$ cat src/rtl/sumador_multiciclo_param_pkg.sv
// Shared types and helpers for the multi-cycle adder/subtractor.
// Holds the FSM state enum, the add/sub mode constants and a clog2 helper.
package sumador_pkg;

    typedef enum logic [1:0] {
        IDLE = 2'd0,
        RUN  = 2'd1,
        DONE = 2'd2
    } state_e;

    localparam logic MODE_ADD = 1'b0;
    localparam logic MODE_SUB = 1'b1;

    // Index width; never below 1 so a single-chunk build still has a counter.
    function automatic int clog2(input int v);
        int r;
        r = 1;
        while ((1 << r) < v) r++;
        return r;
    endfunction

endpackage

$ cat src/rtl/sumador_multiciclo_param_bloque.sv
// CHUNK-bit combinational ripple adder made of full-adder cells.
// Ports: x, z operands; cin carry in; s sum; cout carry out; c_msb_in carry into MSB.
module sumador_bloque #(
    parameter int CHUNK = 4
) (
    input  logic [CHUNK-1:0] x,
    input  logic [CHUNK-1:0] z,
    input  logic             cin,
    output logic [CHUNK-1:0] s,
    output logic             cout,
    output logic             c_msb_in
);

    logic [CHUNK:0] c;

    assign c[0] = cin;

    for (genvar i = 0; i < CHUNK; i++) begin : g_fa
        assign s[i]   = x[i] ^ z[i] ^ c[i];
        assign c[i+1] = (x[i] & z[i]) | (c[i] & (x[i] ^ z[i]));
    end

    assign cout     = c[CHUNK];
    assign c_msb_in = c[CHUNK-1];

endmodule

$ cat src/rtl/sumador_multiciclo_param.sv
// Multi-cycle add/sub: one CHUNK-bit slice per clock, valid/ready on both sides.
// Ports: clk, rst_n (sync, active-low); in_valid/in_ready, a, b, ci, sub in;
//        out_valid/out_ready, y, co, ovf out.
module sumador_multiciclo_param
    import sumador_pkg::*;
#(
    parameter int WIDTH = 16,
    parameter int CHUNK = 4
) (
    input  logic             clk,
    input  logic             rst_n,
    input  logic             in_valid,
    output logic             in_ready,
    input  logic [WIDTH-1:0] a,
    input  logic [WIDTH-1:0] b,
    input  logic             ci,
    input  logic             sub,
    output logic             out_valid,
    input  logic             out_ready,
    output logic [WIDTH-1:0] y,
    output logic             co,
    output logic             ovf
);

    localparam int NCHUNK = WIDTH / CHUNK;
    localparam int IW     = clog2(NCHUNK);
    localparam logic [IW-1:0] LAST = IW'(NCHUNK - 1);

    if (WIDTH < 2 || CHUNK < 1 || (WIDTH % CHUNK) != 0) begin : g_bad_cfg
        $error("sumador_multiciclo_param: WIDTH/CHUNK invalid");
    end

    state_e           state_q, state_d;
    logic [WIDTH-1:0] a_q, a_d;
    logic [WIDTH-1:0] b_q, b_d;
    logic [WIDTH-1:0] y_q, y_d;
    logic             c_q, c_d;
    logic             co_q, co_d;
    logic             ovf_q, ovf_d;
    logic [IW-1:0]    idx_q, idx_d;

    logic [CHUNK-1:0] x_sl, z_sl, s_sl;
    logic             cout, c_msb_in;
    logic             accept;

    assign x_sl = a_q[idx_q*CHUNK +: CHUNK];
    assign z_sl = b_q[idx_q*CHUNK +: CHUNK];

    sumador_bloque #(
        .CHUNK (CHUNK)
    ) u_bloque (
        .x        (x_sl),
        .z        (z_sl),
        .cin      (c_q),
        .s        (s_sl),
        .cout     (cout),
        .c_msb_in (c_msb_in)
    );

    assign in_ready  = rst_n &
                       ((state_q == IDLE) |
                        ((state_q == DONE) & out_ready));
    assign accept    = in_valid & in_ready;
    assign out_valid = (state_q == DONE);
    assign y         = y_q;
    assign co        = co_q;
    assign ovf       = ovf_q;

    always_comb begin
        state_d = state_q;
        a_d     = a_q;
        b_d     = b_q;
        y_d     = y_q;
        c_d     = c_q;
        co_d    = co_q;
        ovf_d   = ovf_q;
        idx_d   = idx_q;

        unique case (state_q)
            IDLE: ;
            RUN: begin
                y_d[idx_q*CHUNK +: CHUNK] = s_sl;
                c_d = cout;
                if (idx_q == LAST) begin
                    co_d    = cout;
                    ovf_d   = cout ^ c_msb_in;
                    idx_d   = '0;
                    state_d = DONE;
                end else begin
                    idx_d = idx_q + 1'b1;
                end
            end
            DONE: begin
                if (out_ready) state_d = IDLE;
            end
            default: state_d = IDLE;
        endcase

        // Subtraction runs as a + ~b + ~ci, so the inversion happens at capture.
        if (accept) begin
            a_d     = a;
            b_d     = (sub == MODE_SUB) ? ~b : b;
            c_d     = (sub == MODE_SUB) ? ~ci : ci;
            idx_d   = '0;
            state_d = RUN;
        end
    end

    always_ff @(posedge clk) begin
        if (!rst_n) begin
            state_q <= IDLE;
            a_q     <= '0;
            b_q     <= '0;
            y_q     <= '0;
            c_q     <= 1'b0;
            co_q    <= 1'b0;
            ovf_q   <= 1'b0;
            idx_q   <= '0;
        end else begin
            state_q <= state_d;
            a_q     <= a_d;
            b_q     <= b_d;
            y_q     <= y_d;
            c_q     <= c_d;
            co_q    <= co_d;
            ovf_q   <= ovf_d;
            idx_q   <= idx_d;
        end
    end

endmodule

$ cat config.mk
export PLATFORM = sky130hd
export DESIGN_NAME = sumador_multiciclo_param
export DESIGN_NICKNAME = d
export VERILOG_FILES = /design/src/rtl/sumador_multiciclo_param_pkg.sv /design/src/rtl/sumador_multiciclo_param_bloque.sv /design/src/rtl/sumador_multiciclo_param.sv
export SDC_FILE = /design/constraint.sdc
export NUM_CORES = 1
export LEC_CHECK = 0
export ABC_AREA = 1
export CORE_ASPECT_RATIO = 1.4
export CORE_MARGIN = 4
export CORE_UTILIZATION = 50
export CTS_CLUSTER_DIAMETER = 200
export CTS_CLUSTER_SIZE = 12
export DETAILED_ROUTE_END_ITERATION = 8
export GPL_ROUTABILITY_DRIVEN = 0
export PLACE_DENSITY = 0.8
export SYNTH_ARGS = -nofsm -noshare
export SYNTH_HDL_FRONTEND = slang
export SYNTH_SLANG_ARGS = --single-unit
$ cat constraint.sdc
create_clock -name clk -period 3.4 [get_ports clk]
set_input_delay 1.02 -clock clk [delete_from_list [all_inputs] [get_ports clk]]
set_output_delay 1.02 -clock clk [all_outputs]
set_load 0.05 [all_outputs]
==> results of run 1 <==
[layout by cell type (no fill, tap or decap), types with 2 or more instances in the layout]
| cell type | netlist | final |
|---|---|---|
| a21oi_1 | 53 | 53 |
| a22o_1 | 2 | 2 |
| buf_4 | 2 | 9 |
| clkbuf_8 | 0 | 5 |
| clkdlybuf4s50_1 | 0 | 56 |
| dfxtp_1 | 55 | 55 |
| fa_1 | 4 | 4 |
| ha_1 | 6 | 6 |
| inv_1 | 15 | 15 |
| inv_2 | 3 | 3 |
| nand2_1 | 64 | 64 |
| nand3_1 | 38 | 38 |
| nand4_1 | 2 | 2 |
| nor2_1 | 23 | 23 |
| nor2_2 | 2 | 2 |
| nor2_4 | 3 | 3 |
| nor3_1 | 2 | 2 |
| o21ai_0 | 22 | 22 |
| o21ai_1 | 7 | 7 |
| o22ai_1 | 5 | 5 |
| xnor2_1 | 9 | 9 |
| xor2_1 | 8 | 8 |
[through the flow]
step / power (W) / hold slack (ns)
4_1_cts: 0.00138 / 0.469
5_1_grt: 0.00143 / 0.487
3_3_place_gp: 0.000967 / 0.454
6_report: 0.00137 / 0.468
2_1_floorplan: 0.000879 / 0.441
3_5_place_dp: 0.000974 / 0.456
[flip-flops by register name (all words and copies together) (netlist names)]
signal   flops
a_q         16
b_q         16
y           16
idx_q        2
state_q      2
c_q          1
co           1
ovf          1
[report_power, final]
part | switching (W) | internal (W) | leakage [nW]
Combinational | 0.000147 | 0.000117 | 0.760
Clock | 0.000197 | 0.000216 | 0.0513
Sequential | 0.0000194 | 0.000675 | 0.448
[Yosys cell counts (4+ instances only)]
cell type	number
a21oi_1	53
buf_2	8
clkbuf_1	9
dfxtp_1	55
fa_1	4
ha_1	6
inv_1	15
nand2_1	64
nand3_1	38
nor2_1	23
o21ai_0	22
o21ai_1	7
o22ai_1	5
xnor2_1	9
xor2_1	8
[worst max-delay path, delay by kind of cell (launching register included)]
family,cells,cell delay (ns)
fa+ha+maj,4,1.32
buf+inv,2,0.31
simple gates,3,0.28
compound gates,3,0.53
flops,1,0.58
[cell type report]
| type | count | area (um^2) | share of cell area |
|---|---|---|---|
| clock buffers | 6 | 72.6 | 0.0214 |
| clock inverters | 1 | 30.0 | 0.00886 |
| inverters | 19 | 71.3 | 0.0210 |
| multi-input cells | 254 | 1390 | 0.408 |
| flip-flops and latches | 55 | 1100 | 0.325 |
| well taps | 66 | 82.6 | 0.0244 |
| repair buffers | 66 | 648 | 0.191 |
[path summary, 6_finish.rpt]
kind / from / end / slack, ns / depth (start not counted)
worst max register to register: idx_q[0]$_SDFFE_PP0P_ / y[7]$_SDFFE_PN0P_ / 0.30 / 12
worst min register to register: y[13]$_SDFFE_PN0P_ / y[13]$_SDFFE_PN0P_ / 0.47 / 2
worst min-delay path: y[13]$_SDFFE_PN0P_ / y[13]$_SDFFE_PN0P_ / 0.47 / 2
worst max-delay path: idx_q[0]$_SDFFE_PP0P_ / y[7]$_SDFFE_PN0P_ / 0.30 / 12
[logic make-up after synthesis]
| group | after synthesis | synth area share |
|---|---|---|
| AO/OA/AOI/OAI | 90 | 0.175 |
| XOR/XNOR | 17 | 0.0556 |
| adder cells (fa/ha/maj) | 10 | 0.0579 |
| buffers and inverters | 41 | 0.0724 |
| flip-flops | 55 | 0.411 |
| AND/OR/NAND/NOR | 137 | 0.229 |
[per-layer routing]
metal | wire length (um) | vias to the layer above | global-route usage | part of all wire
li1 | - | 1261 | - | -
met1 | 2370 | 1128 | 0.199 | 0.39
met2 | 3300 | 69 | 0.360 | 0.54
met3 | 273 | 12 | 0.0362 | 0.045
met4 | 148 | 0 | 0.0751 | 0.024
met5 | 0 | - | 0 | 0
==> impl_metrics.yaml, run 1 <==
power:
  powerDensity_mw_per_mm2: 404
  irDropWorstVdd_v: 0.000242
  leakage_nw: 1.26
placement:
  dpl.hpwl_um: 4710
  dp_cells: 460
  dp_slack_ns: 0.342
  port_buffers: 57
  placed_area_mm2: 0.00329
logic_synthesis:
  synth.yosys.warnings: 0
  ys_ff_latch: 55
  avgSynthCellArea_um2: 7.66
  ys_seq_area_frac: 0.411
  synth_area_leaders: "dfxtp_1 (41%), a21oi_1 (9.9%), nand2_1 (9.0%)"
  synth_edf_count: 0
  synth_async_sr_flop_share: 0
  syn_nets: 398
  synth_top_area_share: 0.411
  yosys.area.top_type: "dfxtp_1"
  syn_area_mm2: 0.00268
  ys.flop_type: "dfxtp_1"
  syn_inst: 350
  synth_cell_types: 28
critical_path:
  cp_cell_sequence: "inv_1 -> o21ai_0 -> o22a_1 -> fa_1 -> fa_1 -> inv_1 -> fa_1 -> fa_1 -> nand2_1 -> nor2_1 -> nand2_1 -> a21oi_1"
  end_kind: "flop"
  crit_arrival_ns: 3.33
  slowest_stage: "dfxtp_1"
  crit_fanout: 14
  cp.required_ns: 3.63
  critPathKind: "flop to flop"
  crit_top_cell: "fa_1"
  cpPeakStageDelay_ns: 0.58
  start_kind: "flop"
timing:
  fin_crit_sh: 0.911
  tns_ns: 0
  slew_viol_final: 0
  rsz0062_at_grt: "false"
  maxSlewHeadroom: 0.670
  finalSetupViolCount: 0
  tightestPinTransition_ns: 0.494
  fin_ws_ns: 0.302
  fin_skew_ns: 0.00658
  fmax_mhz: 323
  fin_crit_ns: 3.10
  hold_violations: 0
grt:
  grt_pass1_vias: 2290
  grt-ovfl-total: 0
  grt_util_all_layers: 0.188
  antenna_found_initial: 0
  grt_pass1_wl_um: 9970
  grt_max_degree: 40
run_status:
  status: "finished, final reports clean"
drt:
  drcViolationCount: 0
  dr.first_iter.drc_count: 165
  first_pass_iters: 4
  routed_wl_um: 6100
  vias: 2470
  routedWlPerCell_um: 13.1
  avgViaCountPerCell: 5.29
  ant_nets: 0
run:
  drv_cap: 0
floorplanning:
  core.rowCount: 31
  fp.coreArea_mm2: 0.00520
  die_w_um: 69.9
  die_area_mm2: 0.00661
  initial_utilization: 0.516
  fp.dieH_um: 94.6
  pin_count: 58
finish:
  fin_util: 0.652
  area_delta_synth_final_pct: 26.5
  nNetsFinal: 449
  stdcell_count: 467
  num-fill-cells: 483
  diodes: 0
  drive_above_1_share: 0.0673
  postLayoutCellArea_mm2: 0.00339
clocking:
  cts-resized-gates: 0
  cts_root_buffer: "clkbuf_8"
  cts.sinks: 55
  htreeDepth: 2
  cts_buffers: 5
  clk_latency_ns: 0.30
  post_cts_buffers: 0
  ctsHoldBuffers: 0
  clk_pin_slew_ns: 0.09
  cts_tree: "built"
  clockBufferDepth: 2
hold_path:
  min_path_type: "flop to flop"
Note: power is estimated with default switching activity, not from simulation.
==> inputs of run 2 (changes only) <==
ABC_AREA = 0   (was 1)
CORE_UTILIZATION = 51   (was 50)
PLACE_DENSITY = 0.81   (was 0.8)
==> impl_metrics.yaml, run 2 <==
timing:
  hold_violations: 0
  fin_skew_ns: 0.00428
  tightestPinTransition_ns: 0.832
  fin_crit_sh: 0.929
  tns_ns: 0
  slew_viol_final: 0
  fin_ws_ns: 0.240
  maxSlewHeadroom: 0.446
  finalSetupViolCount: 0
  rsz0062_at_grt: "false"
  fmax_mhz: 316
  fin_crit_ns: 3.16
grt:
  grt_pass1_wl_um: 9950
  grt_max_degree: 36
  grt_util_all_layers: 0.189
  grt-ovfl-total: 0
  antenna_found_initial: 0
  grt_pass1_vias: 2165
logic_synthesis:
  synth_area_leaders: "dfxtp_1 (41%), mux4_2 (6.7%), a21oi_1 (6.3%)"
  avgSynthCellArea_um2: 9.65
  ys.flop_type: "dfxtp_1"
  yosysMostFrequentCell: "dfxtp_1"
  ys_seq_area_frac: 0.408
  synth_top_area_share: 0.408
  syn_inst: 280
  synth_async_sr_flop_share: 0
  ys_ff_latch: 55
  syn_nets: 328
  synth_cell_types: 34
  synth_edf_count: 0
  post_synth_most_frequent_cells: "dfxtp_1 (55), a21oi_1 (34), nand2_1 (25)"
  syn_area_mm2: 0.00270
  yosys.area.top_type: "dfxtp_1"
  synth.yosys.warnings: 0
placement:
  dpl.hpwl_um: 4370
  port_buffers: 57
  dp_slack_ns: 0.252
  placed_area_mm2: 0.00331
critical_path:
  startpoint: "out_ready"
  critPathKind: "input pin to output port"
  cp.required_ns: 2.38
  rr_startpoint: "idx_q[0]$_SDFFE_PP0P_"
  end_kind: "output port"
  crit_fanout: 7
  start_kind: "input pin"
  crit_arrival_ns: 2.14
floorplanning:
  core.rowCount: 31
  pin_count: 58
  fp.coreArea_mm2: 0.00516
  initial_utilization: 0.524
  fp.dieH_um: 94.1
  die_w_um: 69.5
  die_area_mm2: 0.00654
clocking:
  cts_tree: "built"
  cts_root_buffer: "clkbuf_8"
  cts-resized-gates: 0
  clockBufferDepth: 2
  cts_buffers: 5
  clk_latency_ns: 0.31
  post_cts_buffers: 0
  clk_pin_slew_ns: 0.09
  cts.sinks: 55
  ctsHoldBuffers: 0
  htreeDepth: 2
drt:
  drcViolationCount: 0
  dr.first_iter.drc_count: 132
  vias: 2209
  avgViaCountPerCell: 5.56
  ant_nets: 0
  routed_wl_um: 6000
  first_pass_iters: 4
  routedWlPerCell_um: 15.1
finish:
  drive_above_1_share: 0.118
  nNetsFinal: 379
  num-fill-cells: 410
  postLayoutCellArea_mm2: 0.00341
  final_cell_mix: "clkdlybuf4s50_1 (56), dfxtp_1 (55), a21oi_1 (34)"
  area_delta_synth_final_pct: 26.4
  diodes: 0
  final_common_cell: "clkdlybuf4s50_1"
hold_path:
  min_path_type: "flop to flop"
  hold_start: "y[11]$_SDFFE_PN0P_"
power:
  irDropWorstVdd_v: 0.000268
  powerDensity_mw_per_mm2: 403
  leakage_nw: 1.17
run:
  drv_cap: 0
run_status:
  status: "finished, final reports clean"
[run 2: changes by cell type in the layout (fill, tap and decap cells not counted), moves of 8 or more]
cell,change
xnor2_1,+8
nand2_1,-39
a211oi_2,+10
o32ai_1,+8
nor2_1,-17
mux4_2,+8
a21oi_1,-19
nand3_1,-21
[run 2: power breakdown]
part	internal [W]	switching, W	total, W
registers	0.000679	0.0000237	0.000703
clock network	0.000216	0.000197	0.000413
logic	0.000127	0.000131	0.000258
total	0.00102	0.000352	0.00137
[run 2: worst paths after layout]
kind,to,slack [ns],depth (start not counted)
worst max-delay path,in_ready,0.24,4
worst min-delay path,y[11]$_SDFFE_PN0P_,0.47,2
worst max register to register,y[7]$_SDFFE_PN0P_,0.33,9
worst min register to register,y[11]$_SDFFE_PN0P_,0.47,2
[run 2: layout make-up]
| cell class | instances | area, um^2 | share of cell area |
|---|---|---|---|
| Multi-Input combinational cell | 193 | 1440 | 0.421 |
| Sequential cell | 55 | 1100 | 0.323 |
| Timing Repair Buffer | 67 | 656 | 0.192 |
| Tap cell | 66 | 82.6 | 0.0242 |
| Clock buffer | 6 | 72.6 | 0.0213 |
| Inverter | 9 | 33.8 | 0.00990 |
| Clock inverter | 1 | 30.0 | 0.00880 |
[run 2: logic make-up (layout without fill, tap and decap cells)]
group | Yosys count | after routing | share of synthesized area
DFF | 55 | 55 | 0.408
muxes | 9 | 9 | 0.0704
and+or+nand+nor | 69 | 69 | 0.130
buffers and inverters | 32 | 83 | 0.0630
adders and majority gates | 10 | 10 | 0.0574
xor gates and xnor gates | 18 | 18 | 0.0584
AOI/OAI and AO/OA | 87 | 87 | 0.214
[run 2: routing by layer]
layer	wire length, um	track usage
met2	3120	0.348
met5	0	0
met3	233	0.0343
met1	2530	0.214
met4	118	0.0733
[run 2: through the flow]
| step | hold WS [ns] | power (W) | cells | util |
|---|---|---|---|---|
| 6_report | 0.467 | 0.00137 | 397 | 0.662 |
| 5_1_grt | 0.490 | 0.00143 | 397 | 0.662 |
| 4_1_cts | 0.463 | 0.00138 | 397 | 0.662 |
| 3_5_place_dp | 0.451 | 0.000976 | 390 | 0.642 |
| 3_3_place_gp | 0.449 | 0.000969 | 390 | 0.642 |
| 2_1_floorplan | 0.451 | 0.000884 | 280 | - |
[run 2: worst max-delay path, stage by stage]
cell and delay, ns:
clkdlybuf4s50_1 0.47, and2b_1 0.25, nor3_2 0.22, buf_12 0.17
